File: config.mk
export PLATFORM = sky130hd
export DESIGN_NAME = cnn_conv_engine
export DESIGN_NICKNAME = d
export VERILOG_FILES = /design/src/rtl/cnn_pkg.sv /design/src/rtl/cnn_window_buf.sv /design/src/rtl/cnn_conv_engine.sv
export SDC_FILE = /design/constraint.sdc
export NUM_CORES = 1
export LEC_CHECK = 0
export ABC_AREA = 1
export CORE_ASPECT_RATIO = 1.4
export CORE_MARGIN = 1
export CORE_UTILIZATION = 55
export CTS_CLUSTER_DIAMETER = 200
export DETAILED_ROUTE_END_ITERATION = 16
export PLACE_DENSITY = 0.72
export REMOVE_ABC_BUFFERS = 1
export SYNTH_ARGS = -nofsm -noshare
export SYNTH_HDL_FRONTEND = slang
export SYNTH_SLANG_ARGS = --single-unit
File: constraint.sdc
create_clock -name clk_i -period 8.8 [get_ports clk_i]
set_input_delay 0.88 -clock clk_i [delete_from_list [all_inputs] [get_ports clk_i]]
set_output_delay 0.88 -clock clk_i [all_outputs]
set_load 0.02 [all_outputs]
File: src/rtl/cnn_pkg.sv
// Shared definitions for the streaming 3x3 convolution engine: register map,
// FSM state encoding and address helpers.
package cnn_pkg;

    localparam logic [7:0]  REG_CTRL           = 8'h00;
    localparam logic [7:0]  REG_STATUS         = 8'h04;
    localparam logic [7:0]  REG_WIN_CNT        = 8'h08;
    localparam logic [7:0]  REG_SHIFT          = 8'h0C;
    localparam int          REG_BIAS_BASE      = 32'h20;
    localparam int          REG_WEIGHT_BASE    = 32'h40;
    localparam int          WEIGHT_STRIDE      = 32'h24;
    localparam int          WIN_TAPS           = 9;
    localparam int          MAX_CH             = 8;
    localparam logic [31:0] ADDR_UNMAPPED_DATA = 32'hDEAD_BEEF;

    typedef enum logic [2:0] {
        IDLE   = 3'd0,
        STREAM = 3'd1,
        MAC    = 3'd2,
        OUT    = 3'd3,
        DONE   = 3'd4
    } state_t;

    // Nine bits so that every channel's weight block decodes without aliasing.
    function automatic logic [8:0] bias_addr(input int c);
        return 9'(REG_BIAS_BASE + 4 * c);
    endfunction

    function automatic logic [8:0] weight_addr(input int c, input int k);
        return 9'(REG_WEIGHT_BASE + WEIGHT_STRIDE * c + 4 * k);
    endfunction

endpackage

File: src/rtl/cnn_window_buf.sv
// Sliding 3x3 window over a raster pixel stream: two line delays of IMG_W
// pixels feed a 3x3 shift register; window_o is row-major, index 8 = newest.
module cnn_window_buf
    import cnn_pkg::*;
#(
    parameter int DATA_WIDTH = 8,
    parameter int IMG_W      = 28
) (
    input  logic                       clk_i,
    input  logic                       rst_i,
    input  logic                       shift_i,
    input  logic [DATA_WIDTH-1:0]      pix_i,
    output logic [8:0][DATA_WIDTH-1:0] window_o
);

    logic [DATA_WIDTH-1:0] line0_q [IMG_W];
    logic [DATA_WIDTH-1:0] line1_q [IMG_W];
    logic [DATA_WIDTH-1:0] win_q   [3][3];

    always_ff @(posedge clk_i) begin
        if (rst_i) begin
            for (int i = 0; i < IMG_W; i++) begin
                line0_q[i] <= '0;
                line1_q[i] <= '0;
            end
            for (int r = 0; r < 3; r++) begin
                for (int c = 0; c < 3; c++) begin
                    win_q[r][c] <= '0;
                end
            end
        end else if (shift_i) begin
            line0_q[0] <= pix_i;
            line1_q[0] <= line0_q[IMG_W-1];
            for (int i = 1; i < IMG_W; i++) begin
                line0_q[i] <= line0_q[i-1];
                line1_q[i] <= line1_q[i-1];
            end
            for (int r = 0; r < 3; r++) begin
                win_q[r][0] <= win_q[r][1];
                win_q[r][1] <= win_q[r][2];
            end
            // Line outputs hold the same column from one and two rows above.
            win_q[0][2] <= line1_q[IMG_W-1];
            win_q[1][2] <= line0_q[IMG_W-1];
            win_q[2][2] <= pix_i;
        end else begin
            win_q <= win_q;
        end
    end

    always_comb begin
        window_o = '0;
        for (int r = 0; r < 3; r++) begin
            for (int c = 0; c < 3; c++) begin
                window_o[3*r+c] = win_q[r][c];
            end
        end
    end

endmodule

File: src/rtl/cnn_conv_engine.sv
// Register-configured 3x3 convolution engine with NUM_CH output channels,
// per-channel bias, optional ReLU and a sequential MAC.
// Optional output scaling/saturation is enabled by defining CNN_OUT_SAT_EN.
module cnn_conv_engine
    import cnn_pkg::*;
#(
    parameter int DATA_WIDTH = 8,
    parameter int ACC_WIDTH  = 32,
    parameter int IMG_W      = 28,
    parameter int IMG_H      = 28,
    parameter int NUM_CH     = 2
) (
    input  logic                  clk_i,
    input  logic                  rst_i,
    input  logic                  req_i,
    input  logic                  we_i,
    input  logic [7:0]            addr_i,
    input  logic [31:0]           wdata_i,
    output logic                  gnt_o,
    output logic                  rvalid_o,
    output logic [31:0]           rdata_o,
    input  logic                  pix_valid_i,
    output logic                  pix_ready_o,
    input  logic [DATA_WIDTH-1:0] pix_data_i,
    output logic                  res_valid_o,
    input  logic                  res_ready_i,
    output logic [ACC_WIDTH-1:0]  res_data_o,
    output logic [2:0]            res_ch_o,
    output logic                  done_o
);

    localparam int CW = (IMG_W > 1) ? $clog2(IMG_W) : 1;
    localparam int RW = (IMG_H > 1) ? $clog2(IMG_H) : 1;
    localparam int PW = 2 * DATA_WIDTH + 1;

    state_t                 state_q, state_d;
    logic [CW-1:0]          col_q, col_d;
    logic [RW-1:0]          row_q, row_d;
    logic [2:0]             ch_q, ch_d;
    logic [3:0]             k_q, k_d;
    logic [ACC_WIDTH-1:0]   acc_q, acc_d;
    logic                   last_q, last_d;
    logic [31:0]            win_cnt_q, win_cnt_d;
    logic                   relu_q, relu_d;
    logic                   done_q, done_d;
    logic                   rvalid_q;
    logic [31:0]            rdata_q, rdata_d;
    logic [DATA_WIDTH-1:0]  weight_q [MAX_CH][WIN_TAPS];
    logic [ACC_WIDTH-1:0]   bias_q   [MAX_CH];

    logic                        wr_s, rd_s, start_s, busy_s, shift_win_s;
    logic [MAX_CH-1:0]           bias_hit_s;
    logic [MAX_CH-1:0][8:0]      w_hit_s;
    logic                        map_hit_s;
    logic [31:0]                 map_data_s, reg_data_s;
    logic [8:0][DATA_WIDTH-1:0]  win_s;
    logic [PW-1:0]               w_ext_s, p_ext_s, prod_s;
    logic signed [ACC_WIDTH-1:0] relu_s, res_s;

`ifdef CNN_OUT_SAT_EN
    localparam logic signed [ACC_WIDTH-1:0] SAT_MAX =
        ACC_WIDTH'((64'sd1 <<< (DATA_WIDTH - 1)) - 64'sd1);
    localparam logic signed [ACC_WIDTH-1:0] SAT_MIN = ~SAT_MAX;
    logic [4:0]                  shift_q, shift_d;
    logic signed [ACC_WIDTH-1:0] shifted_s;
`endif

    assign wr_s    = req_i & we_i;
    assign rd_s    = req_i & ~we_i;
    assign start_s = wr_s && (addr_i == REG_CTRL) && wdata_i[0];
    assign busy_s  = (state_q != IDLE);

    cnn_window_buf #(
        .DATA_WIDTH (DATA_WIDTH),
        .IMG_W      (IMG_W)
    ) u_window_buf (
        .clk_i    (clk_i),
        .rst_i    (rst_i),
        .shift_i  (shift_win_s),
        .pix_i    (pix_data_i),
        .window_o (win_s)
    );

    // Address decode for the per-channel bias and weight banks.
    always_comb begin
        bias_hit_s = '0;
        w_hit_s    = '0;
        map_hit_s  = 1'b0;
        map_data_s = 32'd0;
        for (int c = 0; c < NUM_CH; c++) begin
            bias_hit_s[c] = ({1'b0, addr_i} == bias_addr(c));
            map_data_s    = map_data_s | (bias_hit_s[c] ? 32'($signed(bias_q[c])) : 32'd0);
            for (int k = 0; k < WIN_TAPS; k++) begin
                w_hit_s[c][k] = ({1'b0, addr_i} == weight_addr(c, k));
                map_data_s    = map_data_s | (w_hit_s[c][k] ?
                    {{(32-DATA_WIDTH){weight_q[c][k][DATA_WIDTH-1]}}, weight_q[c][k]} : 32'd0);
            end
        end
        map_hit_s = (|bias_hit_s) | (|w_hit_s);
    end

    // Read mux for the fixed control/status registers.
    always_comb begin
        case (addr_i)
            REG_CTRL:    reg_data_s = {30'd0, relu_q, 1'b0};
            REG_STATUS:  reg_data_s = {30'd0, done_q | (state_q == DONE), busy_s};
            REG_WIN_CNT: reg_data_s = win_cnt_q;
`ifdef CNN_OUT_SAT_EN
            REG_SHIFT:   reg_data_s = {27'd0, shift_q};
`endif
            default:     reg_data_s = ADDR_UNMAPPED_DATA;
        endcase
        rdata_d = map_hit_s ? map_data_s : reg_data_s;
    end

    // Next values for control bits; a STATUS read wins over a same-cycle done.
    always_comb begin
        relu_d = relu_q;
        done_d = done_q;
        if (wr_s && (addr_i == REG_CTRL)) begin
            relu_d = wdata_i[1];
        end else begin
            relu_d = relu_q;
        end
        if (rd_s && (addr_i == REG_STATUS)) begin
            done_d = 1'b0;
        end else if (state_q == DONE) begin
            done_d = 1'b1;
        end else begin
            done_d = done_q;
        end
`ifdef CNN_OUT_SAT_EN
        if (wr_s && (addr_i == REG_SHIFT)) begin
            shift_d = wdata_i[4:0];
        end else begin
            shift_d = shift_q;
        end
`endif
    end

    // Configuration registers and bus response.
    always_ff @(posedge clk_i) begin
        if (rst_i) begin
            relu_q   <= 1'b0;
            done_q   <= 1'b0;
            rvalid_q <= 1'b0;
            rdata_q  <= 32'd0;
`ifdef CNN_OUT_SAT_EN
            shift_q  <= 5'd0;
`endif
            for (int c = 0; c < MAX_CH; c++) begin
                bias_q[c] <= '0;
                for (int k = 0; k < WIN_TAPS; k++) begin
                    weight_q[c][k] <= '0;
                end
            end
        end else begin
            relu_q   <= relu_d;
            done_q   <= done_d;
            rvalid_q <= req_i;
            rdata_q  <= rd_s ? rdata_d : 32'd0;
`ifdef CNN_OUT_SAT_EN
            shift_q  <= shift_d;
`endif
            for (int c = 0; c < NUM_CH; c++) begin
                if (wr_s && !busy_s && bias_hit_s[c]) begin
                    bias_q[c] <= ACC_WIDTH'($signed(wdata_i));
                end
                for (int k = 0; k < WIN_TAPS; k++) begin
                    if (wr_s && !busy_s && w_hit_s[c][k]) begin
                        weight_q[c][k] <= wdata_i[DATA_WIDTH-1:0];
                    end
                end
            end
        end
    end

    // Signed weight times zero-extended pixel; the low PW bits are exact.
    assign w_ext_s = {{(DATA_WIDTH+1){weight_q[ch_q][k_q][DATA_WIDTH-1]}}, weight_q[ch_q][k_q]};
    assign p_ext_s = {{(DATA_WIDTH+1){1'b0}}, win_s[k_q]};
    assign prod_s  = w_ext_s * p_ext_s;

    // Frame sequencing: stream pixels, MAC each channel, present results.
    always_comb begin
        state_d     = state_q;
        col_d       = col_q;
        row_d       = row_q;
        ch_d        = ch_q;
        k_d         = k_q;
        acc_d       = acc_q;
        last_d      = last_q;
        win_cnt_d   = win_cnt_q;
        shift_win_s = 1'b0;
        case (state_q)
            IDLE: begin
                if (start_s) begin
                    state_d   = STREAM;
                    col_d     = '0;
                    row_d     = '0;
                    win_cnt_d = 32'd0;
                    last_d    = 1'b0;
                end else begin
                    state_d = IDLE;
                end
            end
            STREAM: begin
                if (pix_valid_i) begin
                    shift_win_s = 1'b1;
                    if (col_q == CW'(IMG_W - 1)) begin
                        col_d = '0;
                        row_d = (row_q == RW'(IMG_H - 1)) ? '0 : row_q + RW'(1);
                    end else begin
                        col_d = col_q + CW'(1);
                    end
                    if ((row_q >= RW'(2)) && (col_q >= CW'(2))) begin
                        state_d = MAC;
                        ch_d    = 3'd0;
                        k_d     = 4'd0;
                        acc_d   = bias_q[0];
                        last_d  = (row_q == RW'(IMG_H - 1)) && (col_q == CW'(IMG_W - 1));
                    end else begin
                        state_d = STREAM;
                    end
                end else begin
                    state_d = STREAM;
                end
            end
            MAC: begin
                acc_d = acc_q + {{(ACC_WIDTH-PW){prod_s[PW-1]}}, prod_s};
                if (k_q == 4'd8) begin
                    k_d     = 4'd0;
                    state_d = OUT;
                end else begin
                    k_d = k_q + 4'd1;
                end
            end
            OUT: begin
                if (res_ready_i) begin
                    if (32'(ch_q) < NUM_CH - 1) begin
                        ch_d    = ch_q + 3'd1;
                        k_d     = 4'd0;
                        acc_d   = bias_q[ch_q + 3'd1];
                        state_d = MAC;
                    end else begin
                        win_cnt_d = win_cnt_q + 32'd1;
                        state_d   = last_q ? DONE : STREAM;
                    end
                end else begin
                    state_d = OUT;
                end
            end
            DONE:    state_d = IDLE;
            default: state_d = IDLE;
        endcase
    end

    // Datapath and FSM state registers.
    always_ff @(posedge clk_i) begin
        if (rst_i) begin
            state_q   <= IDLE;
            col_q     <= '0;
            row_q     <= '0;
            ch_q      <= 3'd0;
            k_q       <= 4'd0;
            acc_q     <= '0;
            last_q    <= 1'b0;
            win_cnt_q <= 32'd0;
        end else begin
            state_q   <= state_d;
            col_q     <= col_d;
            row_q     <= row_d;
            ch_q      <= ch_d;
            k_q       <= k_d;
            acc_q     <= acc_d;
            last_q    <= last_d;
            win_cnt_q <= win_cnt_d;
        end
    end

    // Result shaping: ReLU first, then optional arithmetic shift and clamp.
    always_comb begin
        if (relu_q && acc_q[ACC_WIDTH-1]) begin
            relu_s = '0;
        end else begin
            relu_s = acc_q;
        end
`ifdef CNN_OUT_SAT_EN
        shifted_s = relu_s >>> shift_q;
        if (shifted_s > SAT_MAX) begin
            res_s = SAT_MAX;
        end else if (shifted_s < SAT_MIN) begin
            res_s = SAT_MIN;
        end else begin
            res_s = shifted_s;
        end
`else
        res_s = relu_s;
`endif
    end

    assign gnt_o       = req_i;
    assign rvalid_o    = rvalid_q;
    assign rdata_o     = rdata_q;
    assign pix_ready_o = (state_q == STREAM);
    assign res_valid_o = (state_q == OUT);
    assign res_data_o  = (state_q == OUT) ? res_s : '0;
    assign res_ch_o    = (state_q == OUT) ? ch_q : 3'd0;
    assign done_o      = (state_q == DONE);

endmodule

# After elaboration in Yosys (flattened, before gate mapping)
# Memories as Yosys holds them, arrays and structs flattened. A register that Yosys moved wholly into a read port is not among the register bits.
# Index checks and enable logic that the tools add are counted.
[totals]
ram_bits = 1280
regBits = 184
mem_count = 4
out_inout_bits = 72
[memory_table]
columns = ["memory", "words", "width", "rd", "rd_clocked_by_memory_dff", "wr", "line_no", "source"]
rows = [
  ["weight_q", 8, 72, 3, 1, 8, "cnn_conv_engine.sv:48", "logic [DATA_WIDTH-1:0] weight_q [MAX_CH][WIN_TAPS];"],
  ["bias_q", 8, 32, 3, 0, 8, "cnn_conv_engine.sv:49", "logic [ACC_WIDTH-1:0] bias_q [MAX_CH];"],
  ["u_window_buf.line0_q", 28, 8, 28, 0, 28, "cnn_window_buf.sv:16", "logic [DATA_WIDTH-1:0] line0_q [IMG_W];"],
  ["u_window_buf.line1_q", 28, 8, 28, 1, 28, "cnn_window_buf.sv:17", "logic [DATA_WIDTH-1:0] line1_q [IMG_W];"],
]
[op_classes]
mux = 215
addsub = 6
n_reduce_logical = 45
n_bitwise = 102
order_cmp = 5
n_eq_ne = 37
mul = 1
[ops]
columns = ["op", "n"]
rows = [
  ["$mux W32", 32],
  ["$mux W8", 77],
  ["$or A32 B32 Y32", 19],
  ["$pmux W32 S3", 2],
  ["$eq A8 B7 Y1 const B", 16],
  ["$or A1 B1 Y1", 78],
  ["$mux W1", 71],
  ["$bmux W8 S4", 2],
  ["$pmux W32 S2", 1],
  ["$mux W3", 12],
  ["$add A32 B1 Y32 const B", 1],
  ["$add A32 B32 Y32", 1],
  ["$mux W5", 6],
  ["$logic_and A1 B1 Y1", 27],
  ["$mux W4", 5],
  ["$pmux W5 S2", 2],
  ["$reduce_or A18 Y1", 1],
  ["$mul A8 B9 Y17", 1],
  ["$eq A8 B6 Y1 const B", 2],
  ["$eq A8 B8 Y1 const B", 2],
  ["$pmux W3 S4", 1],
  ["$pmux W4 S3", 1],
  ["$reduce_and A4 Y1", 3],
  ["$add A5 B1 Y5 const B", 2],
  ["other kinds (29)", 46],
]

# Depth between registers and ports, before layout
[depth]
depth_word = 22
ltp_mapped = 42
depth_no_buf = 41

# Hierarchy
# A second synthesis with hierarchy kept.
[unflattened]
cells_unflattened = 4700
area_unflattened_um2 = 41848.9
[modules_own_cells]
columns = ["module", "area_each_um2", "cells_per_inst", "seq_area_each_um2", "n_inst"]
rows = [
  ["cnn_conv_engine", 22286.4, 3010, 8708.4, 1],
  ["cnn_window_buf", 19562.5, 1690, 14894.3, 1],
]

# Worst setup path before layout
# No wires, ideal clock.
[synth_timing]
path_kind = "input -> register"
start = "input port pix_valid_i"
end = "memory u_window_buf.line0_q[0][0], enable pin"
setup_time_ps = 618
path_buffers = 1
path_stages = 3
t_arrival_ps = 6536
slack_ps = 1647
t_required_ps = 8182
path_cell_list = "inv_1 o21ai_1 buf_2"
[synth_rtl]
columns = ["item", "line_no", "source"]
rows = [
  ["from (decl)", "cnn_conv_engine.sv:22", "input logic pix_valid_i,"],
  ["to (decl)", "cnn_window_buf.sv:16", ""],
]

# Worst setup path in the final report
[layout_timing]
start = "register k_q[0]"
end = "register acc_q[30]"
[layout_between]
elab_chain_cells = 7
word_cells_on_any_way = 9
classes_between = "add/sub (1); mul (1); mux (6); bitwise (1)"
[layout_lines]
columns = ["item", "line_no", "source"]
rows = [
  ["from (decl)", "cnn_conv_engine.sv:40", "logic [3:0] k_q, k_d;"],
  ["from (signal assigned)", "cnn_conv_engine.sv:273", "k_q <= k_d;"],
  ["$not A4 Y5 (not written as such)", "cnn_conv_engine.sv:179", "assign w_ext_s = {{(DATA_WIDTH+1){weight_q[ch_q][k_q][DATA_WIDTH-1]}}, weight_q[ch_q][k_q]};"],
  ["$bmux W8 S4", "cnn_conv_engine.sv:179", ""],
  ["$mux W8 (not written as such) (2 in series)", "cnn_conv_engine.sv:179", ""],
  ["$mul A8 B9 Y17 (*)", "cnn_conv_engine.sv:181", "assign prod_s = w_ext_s * p_ext_s;"],
  ["$add A32 B32 Y32 (*)", "cnn_conv_engine.sv:229", "acc_d = acc_q + {{(ACC_WIDTH-PW){prod_s[PW-1]}}, prod_s};"],
  ["$pmux W32 S3 (*)", "cnn_conv_engine.sv:194", "case (state_q)"],
  ["to (signal assigned)", "cnn_conv_engine.sv:265", "acc_q <= '0;"],
  ["to (signal assigned)", "cnn_conv_engine.sv:274", "acc_q <= acc_d;"],
  ["to (decl)", "cnn_conv_engine.sv:41", "logic [ACC_WIDTH-1:0] acc_q, acc_d;"],
]
# Mark *: on every way between the ends. The rest lies on a longest branch, timed or not. The select of a mux whose other input is x is not followed.
# A chain may end at the register's enable or synchronous reset.

==> run metrics <==
Slew Limit Fails=0; grt met2 use=51.9%; Routed Antenna Nets=0; cell mode on critical path=nand2_1; crit path DAT=about 8.7 ns; Crit-path slowest cell=nor2_2; post-route insts no fill=approximately 5,800; Final Setup Violations=0; Post-Syn Area per Cell=8.90 sq um; Post-synth ARST share=0%; Gate Count Post-Synth=4,667; largest area contributor in the netlist=edfxtp_1; Fin Hold WS=0.466 ns; root buf cell=clkbuf_16; via count=about 32,000; top area cells in the synthesized netlist=edfxtp_1 47%, dfxtp_1 9.4%, nor2_1 8.4%; Die ar.=approximately 0.077 sq mm; crit-path max FO=18; worst IR drop on VDD=0.216 mV; slew margin rel.=around 15%; largest family of logic cells by synthesized area=simple AND/OR/NAND/NOR gates; postcts setup bufs=0; Placer Congestion=1.00; initial core utilization=55.8%; status=complete, no violations; Worst setup SP type=flip-flop; Clock Skew=roughly 0.043 ns; sequential area share after synthesis=56.8%; Max clock buf depth=3; die width=234 microns; synthesized area=0.0415 sq mm; Max Clk Rate=123 MHz; met3 Use GR=4.81%; share of layout cells above drive strength 1=5.36%; cts bufs inserted=83; top cell type's share of synthesized area=47.4%; drt wl/cell=20.3 microns; CTS Sinks=851; hold_buf cts=0; num ports=126; post-placement cell count=5,599; vias in the first global route=30,500; sequential cell area=~0.024 sq mm; Leak=0.0190 uW; Post-Synth XOR/XNOR Area=less than 1%; crit share post-route=between 90% and 100%; core area=0.0744 sq mm; synthesis-to-layout area growth=11.9%; gr usage total=30.6%; Rows=118; CP Capture Type=flip-flop; Filler cells=6,268; kind of critical path=reg2reg; Pwr Total=10,100 uW; Design Area, Final=0.0465 sq mm; number of synthesized flops with an enable pin=656; final layout net count=roughly 5,000; minimum clock period=8.14 ns; Die Height=between 300 and 400 microns; CTS tree=done; Resized cells post-CTS=0; vias per std cell=between 5 and 6; global-route wire length before repair=between 150,000 and 200,000 microns; Adder-Cell Fraction of Synth Area=approximately 4.3%; required time of the worst setup path=~9.4 ns; Max Cap Violations=0; H-tree Lvls=3; pwr/cell area=approximately 220 mW/mm^2; r2r worst-path depth=33; Synth Warn #=0; GR peak layer=met2; Compound-Gate Fraction of Synth Area=7.87%; placed cell area=around 0.044 sq mm; initial antenna violation count=1; synthesis-stage register bit count=851; Pre-antenna DRT Iters=7; mux cell area share after synthesis=0%; Sum Neg Setup Slack=0 ns; buffers added on ports=around 130; drt initial violations=2,916; Worst-Margin Slew=between 1 and 1.5 ns; Hold Path Depth=2; CP max stage delay=a little under 0.7 ns; Detailed Route WL=117,000 microns; routing usage on met1=36.1%; Most used DFF post-synth=edfxtp_1; GRT Residual Overflow=0; Multi-input gate area=between 0.01 and 0.015 sq mm; largest net degree at the start of global routing=195; Post-Synth Simple-Gate Area=19.9%; Hold Crit Class=reg2reg; Yosys cell types=52; clk slew on worst S/H paths=0.06 ns; Hold Fails Final Rpt=0; Residual DRC=0; Worst-Skew Late Latency=0.67 ns; DP HPWL=83,400 microns; RSZ-0062 raised after global routing=false
power by group:
group	leakage (uW)	switching (uW)	total (uW)	internal (uW)
combinational	0.00922	1030	1420	396
clock	0.00143	1600	3830	2220
sequential	0.00840	152	4830	4670
cell families after synthesis:
kind of cell	count (synthesis)
xor+xnor	24
buf+inv	1135
fa+ha+maj	121
simple gates	1979
flops	851
compound gates	557
layer usage:
metal | part of all wire, % | vias up
met5 | 0 | -
met4 | 6.6 | 0
met3 | 6.0 | 334
met2 | 49 | 1196
met1 | 39 | 14900
li1 | - | 15100
registers in the layout (all words and copies together) (netlist names), named ones only:
| register | count |
|---|---|
| done_q | 1 |
| rvalid_o | 1 |
| col_q | 5 |
| state_q | 3 |
| u_window_buf.line1_q | 224 |
| relu_q | 1 |
| k_q | 4 |
| row_q | 5 |
| weight_q | 144 |
| win_cnt_q | 32 |
| rdata_o | 32 |
| last_q | 1 |
| ch_q | 3 |
| bias_q | 64 |
| acc_q | 32 |
| u_window_buf.window_o | 72 |
| u_window_buf.line0_q | 224 |
per-stage QoR:
stage	util (%)	worst slack, ns
after floorplan	-	-15.46
after global placement	58.5	0.909
after detailed placement	58.5	0.838
after CTS	62.5	0.808
after global routing	62.5	0.185
final	62.5	0.656
critical path, delay by kind of cell, from the launching register on:
family	cells	cell delay (ns)
buf+inv	4	0.45
flops	1	0.33
compound gates	4	0.93
simple gates	19	3.51
fa+ha+maj	6	2.81
synthesized netlist by cell type, types with 17 or more instances:
master	number
o211ai_1	19
o221ai_1	19
inv_1	921
fa_1	38
nand2_1	664
dfxtp_1	195
edfxtp_1	656
nand4_1	79
clkbuf_1	104
a21oi_1	168
nand3_1	180
nor3_1	51
o21ai_0	169
nor2_1	928
buf_2	60
o2111ai_1	18
inv_2	25
nor2_2	17
o22ai_1	99
ha_1	83
path summary, 6_finish.rpt:
kind                                     startpoint                                     end  slack [ns]
max                             k_q[0]$_SDFFE_PP0P_                  acc_q[30]$_SDFFE_PP0P_        0.66
min          u_window_buf.window_o[52]$_SDFFE_PP0P_  u_window_buf.window_o[52]$_SDFFE_PP0P_        0.47
max reg2reg                     k_q[0]$_SDFFE_PP0P_                  acc_q[30]$_SDFFE_PP0P_        0.66
min reg2reg  u_window_buf.window_o[52]$_SDFFE_PP0P_  u_window_buf.window_o[52]$_SDFFE_PP0P_        0.47
cell type report:
type / count / area share [%]
Clock inverter: 36 / 1.24
Clock buffer: 119 / 5.15
Sequential cell: 851 / 50.8
Timing Repair Buffer: 160 / 3.39
Inverter: 947 / 7.65
Antenna cell: 1 / 0.00538
Tap cell: 960 / 2.58
Multi-Input combinational cell: 2681 / 29.2
layout by cell type (no fill, tap or decap), types with 15 or more instances in the layout:
| master | instances |
|---|---|
| ha_1 | 83 |
| o22ai_1 | 99 |
| dfxtp_1 | 194 |
| xor2_1 | 15 |
| edfxtp_1 | 656 |
| nand2_1 | 663 |
| a21oi_1 | 168 |
| nor2_2 | 17 |
| nand3_1 | 180 |
| nor3_1 | 51 |
| a211oi_1 | 15 |
| clkbuf_1 | 20 |
| clkbuf_16 | 85 |
| o21ai_0 | 167 |
| nand4_1 | 79 |
| o221ai_1 | 19 |
| clkdlybuf4s50_1 | 124 |
| o2111ai_1 | 18 |
| inv_1 | 920 |
| inv_2 | 26 |
| o211ai_1 | 19 |
| buf_4 | 30 |
| nor2_1 | 928 |
| fa_1 | 38 |
Power figures use the tool's default switching activity.
